===== config.mk =====
export PLATFORM = sky130hd
export DESIGN_NAME = pci_target_ready_ctrl
export DESIGN_NICKNAME = d
export VERILOG_FILES = /design/src/rtl/pci_target_ready_ctrl.sv
export SDC_FILE = /design/constraint.sdc
export NUM_CORES = 1
export LEC_CHECK = 0
export CAP_MARGIN = 20
export CORE_MARGIN = 1
export CORE_UTILIZATION = 53
export DETAILED_ROUTE_END_ITERATION = 7
export PLACE_DENSITY = 0.85
export SLEW_MARGIN = 15
export SYNTH_ARGS = -nofsm -noshare
export SYNTH_HDL_FRONTEND = slang
export SYNTH_SLANG_ARGS = --single-unit

===== constraint.sdc =====
create_clock -name clk -period 2.3 [get_ports clk]
set_clock_uncertainty 0.1 [all_clocks]
set_input_delay 0.345 -clock clk [delete_from_list [all_inputs] [get_ports clk]]
set_output_delay 0.345 -clock clk [all_outputs]
set_load 0.01 [all_outputs]

===== src/rtl/pci_target_ready_ctrl.sv =====
// rtl/pci_target_ready_ctrl.sv - PCI target TRDY#/STOP# generation with wait states and burst-limit disconnect
module pci_target_ready_ctrl #(
    parameter int WAIT_STATES = 2,
    parameter int MAX_BURST   = 4,
    parameter int CNT_W       = 8
) (
    input  logic             clk,
    input  logic             rst,
    input  logic             frame_n,
    input  logic             irdy_n,
    input  logic             devsel_n,
    input  logic             storage_ready,
    output logic             trdy_n,
    output logic             stop_n,
    output logic             data_xfer,
    output logic [CNT_W-1:0] xfer_count,
    output logic             busy
);

    typedef enum logic [2:0] {
        S_IDLE,
        S_WAIT,
        S_DATA,
        S_DISCONNECT,
        S_TURNAROUND
    } state_t;

    localparam logic [3:0]       WAIT_INIT = (WAIT_STATES > 0) ? 4'(WAIT_STATES - 1) : 4'd0;
    localparam logic [CNT_W-1:0] BURST_LIM = CNT_W'(MAX_BURST);

    state_t           state, state_nxt;
    logic [3:0]       cnt, cnt_nxt;
    logic [CNT_W-1:0] xfer_count_nxt;
    logic [CNT_W-1:0] count_inc;
    logic             trdy_nxt, stop_nxt;

    assign data_xfer = ~trdy_n & ~irdy_n;
    assign busy      = (state != S_IDLE);
    assign count_inc = (&xfer_count) ? xfer_count : xfer_count + 1'b1;

    always_ff @(posedge clk or posedge rst) begin
        if (rst) begin
            state      <= S_IDLE;
            cnt        <= '0;
            xfer_count <= '0;
            trdy_n     <= 1'b1;
            stop_n     <= 1'b1;
        end else begin
            state      <= state_nxt;
            cnt        <= cnt_nxt;
            xfer_count <= xfer_count_nxt;
            trdy_n     <= trdy_nxt;
            stop_n     <= stop_nxt;
        end
    end

    always_comb begin
        state_nxt      = state;
        cnt_nxt        = cnt;
        xfer_count_nxt = xfer_count;
        trdy_nxt       = 1'b1;
        stop_nxt       = 1'b1;
        case (state)
            S_IDLE: begin
                if (!devsel_n) begin
                    xfer_count_nxt = '0;
                    if (WAIT_STATES == 0 && storage_ready) begin
                        state_nxt = S_DATA;
                        trdy_nxt  = 1'b0;
                    end else begin
                        state_nxt = S_WAIT;
                        cnt_nxt   = WAIT_INIT;
                    end
                end
            end
            S_WAIT: begin
                if (devsel_n || (frame_n && irdy_n)) begin
                    state_nxt = S_TURNAROUND;
                end else if (cnt != 4'd0) begin
                    cnt_nxt = cnt - 4'd1;
                end else if (storage_ready) begin
                    state_nxt = S_DATA;
                    trdy_nxt  = 1'b0;
                end
            end
            S_DATA: begin
                // An aborted phase that completed on the same edge is still counted
                if (data_xfer) begin
                    xfer_count_nxt = count_inc;
                end
                if (devsel_n) begin
                    state_nxt = S_TURNAROUND;
                end else if (data_xfer && frame_n) begin
                    state_nxt = S_TURNAROUND;
                end else if (data_xfer && count_inc == BURST_LIM) begin
                    state_nxt = S_DISCONNECT;
                    stop_nxt  = 1'b0;
                end else if (!trdy_n && irdy_n) begin
                    // Once asserted, TRDY# must stay low until the master completes the phase
                    trdy_nxt = 1'b0;
                end else begin
                    trdy_nxt = ~storage_ready;
                end
            end
            S_DISCONNECT: begin
                if (devsel_n || frame_n) begin
                    state_nxt = S_TURNAROUND;
                end else begin
                    stop_nxt = 1'b0;
                end
            end
            S_TURNAROUND: begin
                state_nxt = S_IDLE;
            end
            default: begin
                state_nxt = S_IDLE;
            end
        endcase
    end

endmodule


After elaboration in Yosys (flattened, before gate mapping) --
Index checks and enable logic that the tools add are counted.
Storage, ports and cells: flip-flop bits (word level) 17, logic and storage cells 69, output and inout bits 12, bits of input ports 6
Operators by class: multiplexer cells 30, reduce and logical (&&, ||, !) cells 16, $add $sub $neg 2, equality and inequality tests 12, bitwise logic cells 4
Operator list (number):
- $mux W3 | 8
- $mux W8 | 3
- $pmux W8 S2 | 1
- $mux W4 | 3
- $pmux W3 S4 | 1
- $mux W1 | 11
- $ne A2 B2 Y1 const B | 5
- $add A8 B1 Y8 const B | 1
- $eq A8 B3 Y1 const B | 1
- $pmux W4 S2 | 1
- $reduce_and A8 Y1 | 1
- $eq A3 B2 Y1 const B | 2
- $ne A3 B3 Y1 const B | 2
- $reduce_and A5 Y1 | 1
- $logic_and A1 B1 Y1 | 4
- $ne A4 B4 Y1 const B | 1
- $pmux W1 S2 | 2
- $reduce_and A4 Y1 | 1
- $reduce_bool A2 Y1 | 2
- $reduce_bool A4 Y1 | 1
- $sub A4 B1 Y4 const B | 1
- $eq A3 B1 Y1 const B | 1
- $logic_not A3 Y1 | 1
- $not A1 Y1 | 3
- 5 further kinds | 6

Logic depth before layout (Yosys ltp) --
depth in word-level cells 8, depth in mapped cells 7, gate-level depth less buffers 7

Worst setup path after synthesis --
OpenSTA, ideal clock, no wires.
path type register to register, start point reg xfer_count[0], end point reg stop_n, setup time 77 ps, path slack 556 ps, buffers on the path 0, clock period less this slack 1744 ps, arrival 1567 ps, cell stages (with the launch flop) 7, data required time 2123 ps, cells stage by stage dfrtp_1 > ha_1 > and2_1 > a211oi_1 > o2111a_1 > nand4_1 > o21a_1
On the way: cells in the longest elaborated chain, start to end 8, elaborated cells on any way between the ends 9, those cells by class add/sub (1); eq/ne (1); mux (5); reduce/logical (2)
RTL lines:
- start: declaration | line 16 | output logic [CNT_W-1:0] xfer_count,
- start signal: assignment | line 51 | xfer_count <= xfer_count_nxt;
- $add A8 B1 Y8 or $reduce_and A8 Y1 (tied branches) | line 39 | assign count_inc = (&xfer_count) ? xfer_count : xfer_count + 1'b1;
- $mux W8 * | line 39
- $eq A8 B3 Y1 * | line 95 | end else if (data_xfer && count_inc == BURST_LIM) begin
- $logic_and A1 B1 Y1 * | line 95
- $mux W1 * | line 95
- $mux W1 * | line 93 | end else if (data_xfer && frame_n) begin
- $mux W1 * | line 91 | if (devsel_n) begin
- $pmux W1 S2 * | line 63 | case (state)
- via stop_nxt | line 35 | logic trdy_nxt, stop_nxt;
- end signal: assignment | line 53 | stop_n <= stop_nxt;
- end: declaration | line 14 | output logic stop_n,
Mark *: on every way through the listed nets, which the timed path passes. The rest lies on a longest branch. A chain may end at the register's enable or synchronous reset.

Final worst setup path --
start point reg state[1], end point out busy
On the way: cells in the longest elaborated chain, start to end 1
RTL lines:
- start: declaration | line 31 | state_t state, state_nxt;
- start signal: assignment | line 49 | state <= state_nxt;
- $reduce_bool A3 Y1 | line 38 | assign busy = (state != S_IDLE);
- end: declaration | line 17 | output logic busy
Every way passes these cells.

==> results.sh <==
export IMPL_drv_slew=0
export IMPL_yosysMostFrequentCell="nand2_1"
export IMPL_dp_hpwl_mm=1.95
export IMPL_path_max_fanout=12
export IMPL_slew_headroom=0.562
export IMPL_dp_slack_ns=0.255
export IMPL_crit_type="flip-flop to primary output"
export IMPL_cp_end_kind="primary output"
export IMPL_row_count=16
export IMPL_power_density_mw_per_mm2=738
export IMPL_drive_gt1_frac=0.0850
export IMPL_cts_post_setup_buffers_inserted=0
export IMPL_synth_top_area_share=0.320
export IMPL_grt_pass1_wl_mm=4.35
export IMPL_die_area_mm2=0.00240
export IMPL_worstMarginPinSlew_ns=0.657
export IMPL_rsz0062_at_grt="no"
export IMPL_setup_viol=0
export IMPL_drc=0
export IMPL_synth_common_cells="nand2_1 (16), dfrtp_1 (15), a21oi_1 (13), o21ai_0 (9), inv_1 (8)"
export IMPL_num_vias=1103
export IMPL_synth_seq_area_share=0.365
export IMPL_fmax_mhz=488
export IMPL_setup_tns_ns=0
export IMPL_synth_edff_count=0
export IMPL_fin_crit_ns=2.05
export IMPL_fin_area_mm2=0.00137
export IMPL_async_flop_share=1.00
export IMPL_synth_nets=145
export IMPL_grt_max_degree=18
export IMPL_required_ns=1.86
export IMPL_p_leak_nw=0.529
export IMPL_antenna_found_initial=0
export IMPL_hold_buffers=0
export IMPL_outcome="complete, no violations"
export IMPL_clock_path_buffers=2
export IMPL_drv_cap=0
export IMPL_cts_buffers=3
export IMPL_placed_area_mm2=0.00134
export IMPL_critPathArrivalTime_ns=1.60
export IMPL_cts_tree="built"
export IMPL_total_power_mw=1.01
export IMPL_cts_resized=0
export IMPL_clk_pin_slew_ns=0.10
export IMPL_antenna_left=0
export IMPL_syn_to_final_growth_pct=16.9
export IMPL_track_usage=0.239
export IMPL_via_per_inst=6.13
export IMPL_drt_wl_total_mm=2.64
export IMPL_rr_worst_depth=5
export IMPL_chipHeight_um=49.0
export IMPL_fin_crit_sh=0.891
export IMPL_core_area_mm2=0.00202
export IMPL_hold_viol=0
export IMPL_cts_num_sinks=17
export IMPL_grt_overflow=0
export IMPL_path_cells="inv_1 > nand2_1 > clkdlybuf4s50_1"
export IMPL_initial_core_util=0.580
export IMPL_worstSetupStartpointType="flip-flop"
export IMPL_clkLatencyLatePin_ns=0.30
export IMPL_synth_area_mm2=0.00117
export IMPL_synth_cell_types=43
export IMPL_grt_pass1_vias=985
export IMPL_synth_largest_area_cell="dfrtp_1"
export IMPL_synth_seq_cells=17
export IMPL_nNetsFinal=163
export IMPL_avgRoutedWirePerCell_um=14.7
export IMPL_synth_cells=136
export IMPL_yosysWarnings=0
export IMPL_die_w_um=49.0
export IMPL_portBuffers=17
export IMPL_htree_levels=1
export IMPL_synth_flop_cell="dfrtp_1"
export IMPL_min_path_type="input pin to asynchronous set/reset pin"
export IMPL_cpMaxStageDelayCell="dfrtp_1"
export IMPL_netlist_top_cells_area="dfrtp_1 (32%), a21oi_1 (5.5%), nand2_1 (5.1%)"
export IMPL_syn_area_per_cell_um2=8.62
export IMPL_dr_pass1_iters=4
export IMPL_ir_worst_vdd_mv=0.697
export IMPL_finish_utilization=0.678
export IMPL_setup_ws_ns=0.251
export IMPL_gp_congestion=0.870
export IMPL_slowest_delay_ns=0.56
export IMPL_boundaryPins=18
export IMPL_drtIter0Drc=32
export IMPL_antenna_cells=0
export IMPL_cts_root_buf="clkbuf_4"
cell type report:
type                       instances  area, µm²
clock buffer                       4       26.3
multi-input combinational        105        667
inverter                           8       30.0
fill                             163        652
sequential                        17        428
tap                               27       33.8
timing repair buffer              19        185
stage by stage:
| stage | std cells | hold slack (ns) |
|---|---|---|
| finish | 180 | 0.338 |
| global route | 180 | 0.372 |
| CTS | 180 | 0.350 |
| detailed placement | 176 | 0.414 |
| global placement | 176 | 0.400 |
| floorplan | 136 | 0.170 |
cell families after synthesis:
family / after synthesis / share of synthesized area
AOI/OAI and AO/OA: 43 / 0.227
adders and majority gates: 3 / 0.0320
buffers and inverters: 14 / 0.0662
DFF: 17 / 0.365
muxes: 1 / 0.00854
and+or+nand+nor: 58 / 0.301
critical path: cells and delay by family (launching register included):
family	cells	cell delay, ns
buffers and inverters	2	0.65
and+or+nand+nor	1	0.10
DFF	1	0.56
metal layers:
metal,GRT usage,vias up,part of all wire
li1,-,544,-
met1,0.303,525,0.46
met2,0.387,32,0.49
met3,0.0810,2,0.053
met4,0.0686,0,0.0045
met5,0,-,0
flip-flops by register name, indices dropped and copies added, names as in the netlist:
| name | cells |
|---|---|
| xfer_count | 8 |
| cnt | 4 |
| state | 3 |
| stop_n | 1 |
| trdy_n | 1 |
where the power goes:
| part | internal, mW | switching [mW] |
|---|---|---|
| clock network | 0.0676 | 0.0966 |
| logic | 0.183 | 0.215 |
| registers | 0.359 | 0.0891 |
worst paths after layout:
path                          startpoint       endpoint  slack, ns
setup / recovery                state[1]           busy       0.25
hold / removal                       rst  xfer_count[1]       0.34
setup reg to reg           xfer_count[0]         stop_n       0.39
hold reg to reg                   cnt[1]         cnt[1]       0.43
max in group asynchronous            rst  xfer_count[7]       1.35
min in group clk                  cnt[1]         cnt[1]       0.43
layout by cell type, fill, tap and decap left out, types with 2 or more instances in the layout:
cell and instances:
nand3_1 7, o21a_1 2, buf_4 2, o21ai_0 9, a311oi_1 2, a21o_1 2, and3_1 3, o21ai_1 3
nand3b_1 4, o22ai_1 2, nand4_1 4, nor2_1 5, dfrtp_1 15, clkbuf_4 3, inv_1 8, nor3_1 2
a31oi_1 4, dfstp_2 2, nand2_1 16, clkdlybuf4s50_1 17, a21oi_1 13, ha_1 3, and2_1 4
Note: power is estimated with default switching activity, not from simulation.
